`src/rtl/message_encoder.sv`:
```
// Encodes a 256-bit message into a 512-coefficient polynomial, one coefficient per cycle,
// either overwriting poly RAM or adding the encoding mod Q to the stored coefficient.
module message_encoder #(
   parameter int Q      = 12289,
   parameter int N      = 512,
   parameter int HALF_Q = 6144
) (
   input  logic        clk,
   input  logic        rst,
   input  logic        start,
   input  logic        add_mode,
   output logic        done,
   output logic [2:0]  msg_addr,
   input  logic [31:0] msg_do,
   output logic [8:0]  poly_addr_rd,
   input  logic [15:0] poly_do,
   output logic        poly_we,
   output logic [8:0]  poly_addr_wr,
   output logic [15:0] poly_di
);

   typedef enum logic [1:0] {
      IDLE  = 2'd0,
      RUN   = 2'd1,
      FLUSH = 2'd2,
      FIN   = 2'd3
   } state_t;

   state_t      r_state;
   state_t      w_state_next;
   logic [8:0]  r_idx;
   logic [8:0]  w_idx_next;
   logic        r_mode;
   logic        w_mode_next;
   logic        w_issue;
   logic        w_done;

   logic        r_s1_valid;
   logic [8:0]  r_s1_idx;

   logic        w_bit;
   logic [15:0] w_b;
   logic [15:0] w_sum;
   logic [15:0] w_red;
   logic [15:0] w_result;

   logic        r_poly_we;
   logic [8:0]  r_poly_addr_wr;
   logic [15:0] r_poly_di;

   always_ff @(posedge clk) begin
      if (rst) begin
         r_state <= IDLE;
         r_idx   <= '0;
         r_mode  <= 1'b0;
      end else begin
         r_state <= w_state_next;
         r_idx   <= w_idx_next;
         r_mode  <= w_mode_next;
      end
   end

   // In FLUSH, idx doubles as the two-cycle drain counter.
   always_comb begin
      w_state_next = r_state;
      w_idx_next   = r_idx;
      w_mode_next  = r_mode;
      w_issue      = 1'b0;
      w_done       = 1'b0;
      case (r_state)
         IDLE: begin
            if (start) begin
               w_mode_next  = add_mode;
               w_idx_next   = '0;
               w_state_next = RUN;
            end
         end
         RUN: begin
            w_issue    = 1'b1;
            w_idx_next = r_idx + 9'd1;
            if (r_idx == 9'(N - 1)) begin
               w_state_next = FLUSH;
            end
         end
         FLUSH: begin
            w_idx_next = r_idx + 9'd1;
            if (r_idx[0]) begin
               w_idx_next   = '0;
               w_state_next = FIN;
            end
         end
         FIN: begin
            w_done       = 1'b1;
            w_state_next = IDLE;
         end
         default: w_state_next = IDLE;
      endcase
   end

   assign msg_addr     = r_idx[7:5];
   assign poly_addr_rd = r_idx;
   assign done         = w_done;

   // Stage 1: align idx with the synchronous RAM read data.
   always_ff @(posedge clk) begin
      if (rst) begin
         r_s1_valid <= 1'b0;
         r_s1_idx   <= '0;
      end else begin
         r_s1_valid <= w_issue;
         r_s1_idx   <= r_idx;
      end
   end

   // Inputs are at most 12288 + 6144, so one conditional subtraction reduces them.
   always_comb begin
      w_bit    = msg_do[r_s1_idx[4:0]];
      w_b      = w_bit ? 16'(HALF_Q) : 16'd0;
      w_sum    = poly_do + w_b;
      w_red    = (w_sum >= 16'(Q)) ? (w_sum - 16'(Q)) : w_sum;
      w_result = r_mode ? w_red : w_b;
   end

   always_ff @(posedge clk) begin
      if (rst) begin
         r_poly_we      <= 1'b0;
         r_poly_addr_wr <= '0;
         r_poly_di      <= '0;
      end else begin
         r_poly_we <= r_s1_valid;
         if (r_s1_valid) begin
            r_poly_addr_wr <= r_s1_idx;
            r_poly_di      <= w_result;
         end
      end
   end

   assign poly_we      = r_poly_we;
   assign poly_addr_wr = r_poly_addr_wr;
   assign poly_di      = r_poly_di;

endmodule

```
`config.mk`:
```
export PLATFORM = sky130hd
export DESIGN_NAME = message_encoder
export DESIGN_NICKNAME = d
export VERILOG_FILES = /design/src/rtl/message_encoder.sv
export SDC_FILE = /design/constraint.sdc
export NUM_CORES = 1
export LEC_CHECK = 0
export CAP_MARGIN = 25
export CORE_MARGIN = 2
export CORE_UTILIZATION = 46
export DETAILED_ROUTE_END_ITERATION = 10
export PLACE_DENSITY = 0.88
export SYNTH_ARGS = -nofsm -noshare
export SYNTH_HDL_FRONTEND = slang
export SYNTH_SLANG_ARGS = --single-unit
export TNS_END_PERCENT = 20
```
`constraint.sdc`:
```
create_clock -name clk -period 5.08 [get_ports clk]
set_clock_uncertainty 0.05 [all_clocks]
set_input_delay 0.508 -clock clk [delete_from_list [all_inputs] [get_ports clk]]
set_output_delay 0.508 -clock clk [all_outputs]
set_load 0.03 [all_outputs]
```
==> summary.txt, run 1 <==
Final wirelength -> 6640 um
Register area share after synthesis -> 0.347
Overall Power -> 0.00110 W
Max-slew headroom -> 0.371
Minimum clock period -> 4.12 ns
Share of cells above drive strength 1 -> 0.0543
Distinct cells, synth -> 52
Kind of cell adding the most delay to the critical path -> simple AND/OR/NAND/NOR gates
Hold Path Class -> flop to flop
DR WL met2 -> 3430 um
GP Congestion -> 0.860
Mean routed wirelength per cell -> 13.8 um
Pin count of the biggest net entering global routing -> 34
Non-Filler Instances -> 480
P_sw -> 0.000355 W
CTS tree -> yes
Final Max Slew Viols -> 0
Setup_tns -> 0 ns
Combinational Power Share -> 0.305
Vias -> 2560
CP Cell Sequence -> mux2i_1 -> a211oi_1 -> nand3_1 -> nand2_1 -> nor2_1 -> inv_1 -> ha_1 -> inv_1 -> fa_1 -> xnor2_2 -> nand2b_1 -> o211a_4 -> or4_2 -> xor2_1 -> o21ai_1
First-pass GRT wire length -> 10900 um
Area Growth Syn to Fin -> 37.1%
Die area -> 6660 sq um
Commonest cells after routing, fill and taps aside -> 90 x clkdlybuf4s50_1, 48 x dfxtp_1, 36 x nand2_1
Net Sw Frac -> 0.322
Post-CTS Setup Bufs -> 0
Synth top area cells -> dfxtp_1 35%, mux2i_1 9.4%, ha_1 5.9%
Fin crit share -> 0.811
Port bufs -> 90
CP most frequent cell -> inv_1
Final instance area -> 3800 sq um
Pre-Repair DR Iteration Count -> 4
Placed cell count -> 472
Vias in the first global route -> 2511
Worst-path clk slew -> 0.10 ns
Power per cell area -> 290 nW/um^2
Syn_nets -> 389
Antenna Cells -> 0
Clock power share -> 0.301
Rows -> 28
CP max-delay cell -> dfxtp_1
Met3 wire length -> 318 um
Endpoint, Worst Hold -> poly_di[3]
Critical Path RT -> 5.23 ns
DRT met1 WL -> 2780 um
GRT Resource Usage Total -> 0.207
CP endpoint kind -> flop
Post-DR vias/cell -> 5.33
Fmax -> 243 MHz
Synth Cell Area -> 2770 sq um
P_int -> 0.000745 W
Worst Max-Slew Pin Slew -> 0.930 ns
Clk buf depth -> 2
Setup repair after global routing missed its margin -> no
CP max FO -> 17
Clk_lat worst skew -> 0.30 ns
Placeable core area -> 5890 sq um
Grt total ovfl -> 0
Syn Area/Cell -> 8.58 sq um
Synthesized flop and latch total -> 48
CTS HTree Levels -> 2
Final setup fails -> 0
Flop pwr share -> 0.394
Status -> finished clean
Peak supply drop -> 0.314 mV
Yosys top cell by area -> dfxtp_1
CP Class -> flop to flop
Width of the chip -> 81.6 um
Worst reg2reg path startpoint -> r_s1_idx[1]
WP data arrival -> 4.27 ns
DRC -> 0
Post-Syn Instances -> 323
CP bufs+invs -> 2
Nets -> 470
Share of the synthesized area in the top cell type -> 0.347
Iteration-0 DRC Markers -> 114
Reg2Reg Depth -> 15
Resize count post-CTS -> 0
Reg-to-reg slack, setup -> 0.96 ns
Final hold violation count -> 0
Die height -> 81.6 um
Hold Crit Start -> poly_di[3]
Number of CTS-inserted buffers -> 5
Worst flop-to-flop path endpoint -> poly_di[3]
Antenna violations before repair -> 0
Leakage power -> 1.32 nW
Starting Density -> 0.471
Num Clock Sinks -> 48
Crit-path max cell delay -> 0.91 ns
Hold bufs inserted after CTS -> 0
Max_cap viols -> 0
I/O Pins -> 91
Top layer in use -> met4
Setup crit start kind -> flop
DP Area -> 3660 sq um
Clock Root Buffer -> clkbuf_8
Antenna-violating nets left -> 0
Hold depth -> 2
Synth warn -> 0
Leading cell type in the layout, fill and taps excluded -> clkdlybuf4s50_1
DP Wirelength -> 5140 um
layer usage:
layer | global-route usage | vias up
li1 | - | 1290
met1 | 0.249 | 1181
met2 | 0.361 | 80
met3 | 0.0407 | 9
met4 | 0.0833 | 0
met5 | 0 | -
synthesized netlist by cell type (all sizes together):
cell and count:
or3b 1, a32oi 1, a32o 1, a22oi 4
o211a 1, xor2 8, nand4 4, o211ai 2
clkbuf 6, and2 2, o21ai 27, nand3 13
nand3b 3, o21bai 1, a21o 1, o31a 1
a221oi 1, buf 11, nor2b 15, dfxtp 48
nor3b 1, xnor2 5, nor4 6, ha 13
nand2b 8, nor3 3, inv 11, a22o 3
or3 4, mux2i 26, a21oi 17, nor2 26
a21boi 1, nor4b 1, a31oi 3, a211oi 1
a311oi 1, fa 1, or4 5, nand2 36
worst max-delay path by stage:
| stage | startpoint | end | slack [ns] | depth (start not counted) |
|---|---|---|---|---|
| 3_3_place_gp | r_s1_idx[1] | poly_di[3] | 1.15 | 14 |
| 5_1_grt | r_s1_idx[1] | poly_di[3] | 0.71 | 15 |
| 2_1_floorplan | r_s1_idx[1] | poly_di[3] | 1.52 | 16 |
| 4_1_cts | r_s1_idx[1] | poly_di[3] | 0.98 | 15 |
| 3_5_place_dp | r_s1_idx[1] | poly_di[3] | 0.98 | 15 |
| 6_report | r_s1_idx[1] | poly_di[3] | 0.96 | 15 |
state kept, by name (all words and copies together) (netlist names):
signal        count
poly_we           1
r_s1_valid        1
poly_addr_rd      9
r_state           2
r_mode            1
poly_addr_wr      9
poly_di          16
r_s1_idx          9
kinds of logic after synthesis:
logic type	Yosys count	share of synthesized area
and+or+nand+nor	128	0.242
AOI/OAI and AO/OA	66	0.152
DFF	48	0.347
buffers and inverters	28	0.0555
muxes	26	0.0939
adders and majority gates	14	0.0659
xor gates and xnor gates	13	0.0438
worst register-to-register path, cell delays in order, from the launching register on:
cell and delay, ns:
dfxtp_1 0.91, mux2i_1 0.19, a211oi_1 0.29, nand3_1 0.10, nand2_1 0.12, nor2_1 0.09
inv_1 0.09, ha_1 0.19, inv_1 0.06, fa_1 0.41, xnor2_2 0.22, nand2b_1 0.16
o211a_4 0.34, or4_2 0.56, xor2_1 0.16, o21ai_1 0.07
power by group through the flow:
stage | clock [W] | sequential (W) | combinational, W
3_5_place_dp | 0 | 0.000443 | 0.000331
2_1_floorplan | 0 | 0.000439 | 0.000227
4_1_cts | 0.000336 | 0.000434 | 0.000334
5_1_grt | 0.000351 | 0.000438 | 0.000375
3_3_place_gp | 0 | 0.000442 | 0.000324
6_report | 0.000331 | 0.000434 | 0.000335
cell type report:
class                   count  area, sq um
fillers                   493         2090
repair buffers             91          908
clock inverters             3         68.8
inverters                  11         41.3
flip-flops and latches     48          961
multi-input cells         247         1660
clock buffers               5         68.8
well taps                  75         93.8
per-stage QoR:
stage / hold WS [ns] / worst slack, ns / utilization
4_1_cts: 0.410 / 0.976 / 0.645
3_3_place_gp: 0.385 / 1.15 / 0.622
3_5_place_dp: 0.396 / 0.981 / 0.622
5_1_grt: 0.441 / 0.706 / 0.645
6_report: 0.405 / 0.961 / 0.645
2_1_floorplan: 0.390 / 1.52 / -
Power figures use the tool's default switching activity.
==> run 2, diff against run 1 <==
CORE_UTILIZATION = 42   (was 46)
PLACE_DENSITY = 0.85   (was 0.88)
clock period = 3.6 ns   (was 5.08 ns; I/O delays follow)
==> run 2 against run 1 <==
  * Total power grew 37%
  * Flip-flop and latch count is the same
  * Highest routed layer unchanged
  * Core utilization shrank 3.6 points
  * Global-route usage shrank 1.1 points
  * Final cell count grew 2.5%
  * Setup slack lost 0.73 ns
==> summary.txt, run 2 (synthesized netlist as in run 1, its figures left out) <==
Status -> finished clean
CP max FO -> 17
Setup_tns -> 0 ns
Vias in the first global route -> 2523
Hold depth -> 2
Peak supply drop -> 0.237 mV
Crit-path max cell delay -> 0.55 ns
Setup crit start kind -> flop
Vias -> 2650
Final wirelength -> 7100 um
DRC -> 0
Largest register FFs -> 16
DR WL met2 -> 3620 um
FILL cells -> 526
Iteration-0 DRC Markers -> 119
CTS tree -> yes
Port bufs -> 90
Mean routed wirelength per cell -> 14.4 um
Worst-path clk slew -> 0.09 ns
Endpoint, Worst Hold -> poly_di[5]
I/O Pins -> 91
Antenna Cells -> 0
Placeable core area -> 6350 sq um
DRT met1 WL -> 3020 um
CTS HTree Levels -> 2
Final hold violation count -> 0
Worst flop-to-flop path endpoint -> poly_di[3]
Rows -> 29
Nets -> 480
Setup WS post-layout -> 0.234 ns
WP data arrival -> 3.51 ns
Commonest cells after routing, fill and taps aside -> 90 x clkdlybuf4s50_1, 48 x dfxtp_1, 36 x nand2_1
Hold bufs inserted after CTS -> 0
Antenna violations before repair -> 0
DP Wirelength -> 5390 um
Share of cells above drive strength 1 -> 0.0843
Hold Crit Start -> poly_di[5]
Starting Density -> 0.436
Reg2Reg Depth -> 15
Max-slew headroom -> 0.341
Leading cell type in the layout, fill and taps excluded -> clkdlybuf4s50_1
Top layer in use -> met4
Max_cap viols -> 0
CP max-delay cell -> or4_2
Final instance area -> 3870 sq um
Number of CTS-inserted buffers -> 5
Setup WS pre-CTS -> -0.0776 ns
Worst reg2reg path startpoint -> r_s1_idx[1]
Final Max Slew Viols -> 0
Grt total ovfl -> 0
CP endpoint kind -> flop
Clock Root Buffer -> clkbuf_8
Fmax -> 297 MHz
Reg-to-reg slack, setup -> 0.23 ns
Power per cell area -> 389 nW/um^2
Clk buf depth -> 2
First-pass GRT wire length -> 11600 um
Met3 wire length -> 383 um
CP Class -> flop to flop
Final setup fails -> 0
CP Cell Sequence -> buf_12 -> mux2i_1 -> a211oi_2 -> nand3_1 -> nand2_1 -> nor2_1 -> inv_1 -> ha_1 -> inv_1 -> fa_1 -> nand2b_1 -> o211a_4 -> or4_2 -> xor2_1 -> o21ai_1
Minimum clock period -> 3.37 ns
Hold Path Class -> flop to flop
Pin count of the biggest net entering global routing -> 34
Width of the chip -> 85.2 um
Worst Max-Slew Pin Slew -> 0.975 ns
CP most frequent cell -> inv_1
Area Growth Syn to Fin -> 39.7%
Leakage power -> 1.36 nW
GRT Resource Usage Total -> 0.196
Critical Path RT -> 3.74 ns
DP Area -> 3750 sq um
Non-Filler Instances -> 492
Fin crit share -> 0.935
Setup repair after global routing missed its margin -> no
Final Hold Slack -> 0.414 ns
Num Clock Sinks -> 48
Die area -> 7260 sq um
GP Congestion -> 0.867
Antenna-violating nets left -> 0
Pre-Repair DR Iteration Count -> 4
Post-DR vias/cell -> 5.39
Clk_lat worst skew -> 0.30 ns
Placed cell count -> 484
Die height -> 85.2 um
[run 2: worst max path at each step]
stage / start / to / slack [ns] / depth (start not counted)
5_1_grt: r_s1_idx[1] / poly_di[3] / 0.008 / 15
3_5_place_dp: msg_do[2] / poly_di[3] / -0.08 / 16
4_1_cts: r_s1_idx[1] / poly_di[3] / 0.20 / 16
3_3_place_gp: msg_do[2] / poly_di[3] / 0.02 / 16
6_report: r_s1_idx[1] / poly_di[3] / 0.23 / 15
2_1_floorplan: r_s1_idx[1] / poly_di[3] / 0.04 / 16
[run 2: final cells by class]
type	count	area [sq um]	share of cell area
timing repair buffer	101	996	0.257
inverter	11	41.3	0.0107
tap	77	96.3	0.0249
clock buffer	5	68.8	0.0178
clock inverter	3	42.5	0.0110
sequential	48	961	0.248
multi-input combinational	247	1670	0.430
[run 2: per-layer routing]
metal | up-vias | global-route usage
met2 | 80 | 0.331
met1 | 1249 | 0.248
met4 | 0 | 0.0620
met5 | - | 0
li1 | 1313 | -
met3 | 8 | 0.0428
[run 2: report_power, final]
part,total [W],switching (W),internal (W)
logic,0.000500,0.000267,0.000233
registers,0.000616,0.0000559,0.000560
clock network,0.000392,0.000186,0.000206
[run 2: through the flow]
stage / util / total power, W
global route: 0.610 / 0.00161
CTS: 0.608 / 0.00152
detailed placement: 0.591 / 0.00112
global placement: 0.591 / 0.00111
floorplan: - / 0.000939
finish: 0.610 / 0.00151
[run 2: worst max-delay path: cells and delay by family (launching register included)]
| kind | cells | cell delay [ns] |
|---|---|---|
| adder cells (fa/ha/maj) | 2 | 0.62 |
| AO/OA/AOI/OAI | 3 | 0.46 |
| XOR/XNOR | 1 | 0.16 |
| AND/OR/NAND/NOR | 5 | 1.04 |
| flip-flops | 1 | 0.36 |
| buffers and inverters | 3 | 0.32 |
| multiplexers | 1 | 0.23 |
[run 2: what timing repair did]
item	4_1_cts	5_1_grt
gates resized for setup	0	3
endpoints found under the setup margin	0	3
setup buffers	0	0
==> run 3, diff against run 2 <==
GPL_ROUTABILITY_DRIVEN = 0   (was not set)
==> run 3 against run 2 <==
  * Global-route usage is 0.47 points lower
  * Flip-flop and latch count stayed put
  * Combinational power hardly changed
  * Clock power is 2% higher
  * Final cell count stayed put
  * Final area is 0.87% higher
  * Core utilization is 0.53 points higher
  * Critical path depth is 1 higher
  * Non-clock buffer count stayed put
  * Setup slack worse by 0.082 ns
  * Sequential share of layout area is 0.12 points lower
  * Via count is 0.60% lower
==> summary.txt, run 3 (synthesized netlist as in run 1, its figures left out) <==
Clk_lat worst skew -> 0.30 ns
Post-CTS Setup Bufs -> 0
Levels on crit path -> 16
Setup WS post-layout -> 0.152 ns
Final Core Density -> 0.615
Peak supply drop -> 0.234 mV
Antenna-violating nets left -> 0
Worst-path clk slew -> 0.09 ns
CTS tree -> yes
Final instance area -> 3910 sq um
Width of the chip -> 85.2 um
Worst Max-Slew Pin Slew -> 0.947 ns
Placeable core area -> 6350 sq um
Power per cell area -> 387 nW/um^2
Clk buf depth -> 2
Nets -> 480
FILL cells -> 539
CP Cell Sequence -> buf_12 -> mux2i_2 -> a211oi_2 -> nand3_1 -> nand2_2 -> nor2_2 -> inv_1 -> ha_1 -> inv_1 -> fa_2 -> xnor2_2 -> nand2b_1 -> o211a_4 -> or4_2 -> xor2_1 -> o21ai_1
DP Wirelength -> 5360 um
Endpoint, Worst Hold -> poly_di[0]
Status -> finished clean
Leakage power -> 1.37 nW
Pre-Repair DR Iteration Count -> 4
GRT Resource Usage Total -> 0.191
Fin crit share -> 0.958
Die height -> 85.2 um
Minimum clock period -> 3.45 ns
Final Max Slew Viols -> 0
Post-DR vias/cell -> 5.35
Setup WS pre-CTS -> -0.213 ns
Pin count of the biggest net entering global routing -> 34
Setup crit start kind -> flop
CP Class -> flop to flop
Mean routed wirelength per cell -> 14.3 um
Crit path launch -> r_s1_idx[1]
Clock Root Buffer -> clkbuf_8
CP most frequent cell -> inv_1
Multi-input gate area -> 1680 sq um
CTS HTree Levels -> 2
Area Growth Syn to Fin -> 40.9%
Commonest cells after routing, fill and taps aside -> 90 x clkdlybuf4s50_1, 47 x dfxtp_1, 35 x nand2_1
Reg-to-reg slack, setup -> 0.15 ns
GRT Max-Usage Layer -> met2
Reg2Reg Depth -> 16
DP Area -> 3740 sq um
Vias in the first global route -> 2591
Starting Density -> 0.436
First-pass GRT wire length -> 11600 um
Leading cell type in the layout, fill and taps excluded -> clkdlybuf4s50_1
Share of cells above drive strength 1 -> 0.0940
Port bufs -> 90
Met3 Resource Use GR -> 0.0360
Worst flop-to-flop path endpoint -> poly_di[3]
Antenna violations before repair -> 0
Hold depth -> 2
Final setup fails -> 0
Vias -> 2634
Met1 GRT Util -> 0.233
Max-slew headroom -> 0.368
DRC -> 0
Num Clock Sinks -> 48
WP data arrival -> 3.63 ns
I/O Pins -> 91
Final wirelength -> 7040 um
CP endpoint kind -> flop
Iteration-0 DRC Markers -> 85
Final hold violation count -> 0
Fmax -> 290 MHz
Die area -> 7260 sq um
Max_cap viols -> 0
Register area -> 965 sq um
Largest register FFs -> 16
Grt met2 use -> 0.335
Worst reg2reg path startpoint -> r_s1_idx[1]
Rows -> 29
Hold Path Class -> flop to flop
CP bufs+invs -> 3
CP max FO -> 9
Critical Path RT -> 3.78 ns
Number of CTS-inserted buffers -> 5
Crit-path max cell delay -> 0.55 ns
Hold Crit Start -> poly_di[0]
Kind of cell adding the most delay to the critical path -> simple AND/OR/NAND/NOR gates
Antenna Cells -> 0
Grt total ovfl -> 0
CP max-delay cell -> or4_2
-- run 3: per-layer routing --
| metal | vias to the layer above | share of wire |
|---|---|---|
| met5 | - | 0 |
| met4 | 0 | 0.017 |
| met3 | 11 | 0.051 |
| met2 | 80 | 0.51 |
| met1 | 1228 | 0.42 |
| li1 | 1315 | - |
-- run 3: final cells by class --
type,count,area share
sequential,48,0.247
inverter,11,0.0106
tap,77,0.0247
multi-input combinational,247,0.429
clock inverter,3,0.0119
timing repair buffer,101,0.259
clock buffer,5,0.0176
-- run 3: worst max path at each step --
stage,slack (ns),endpoint
after global routing,-0.02,poly_di[3]
after global placement,0.007,poly_di[3]
after detailed placement,-0.21,poly_di[3]
after CTS,0.02,poly_di[3]
final,0.15,poly_di[3]
after floorplan,0.04,poly_di[3]
-- run 3: through the flow --
stage	setup TNS [ns]	hold slack, ns	instances	total power, W
floorplan	0	0.389	323	0.000939
global placement	0	0.389	483	0.00110
detailed placement	-1.06	0.399	483	0.00112
CTS	0	0.421	491	0.00152
global route	-0.0171	0.450	492	0.00160
finish	0	0.414	492	0.00151
-- run 3: timing repair --
| item | CTS | global route |
|---|---|---|
| setup endpoints to repair | 0 | 12 |
| hold buffers | 0 | 0 |
| resized for setup | 0 | 8 |
-- run 3: tightest hold or removal path, delay by kind of cell (launching register included) --
| family | cells | cell delay, ns |
|---|---|---|
| AO/OA/AOI/OAI | 1 | 0.06 |
| flip-flops | 1 | 0.33 |
| AND/OR/NAND/NOR | 1 | 0.04 |
-- run 3: power by group --
group | switching [W] | internal, W | leakage [nW]
combinational | 0.000265 | 0.000234 | 0.925
clock | 0.000191 | 0.000209 | 0.0548
sequential | 0.0000543 | 0.000559 | 0.388
total | 0.000510 | 0.00100 | 1.37
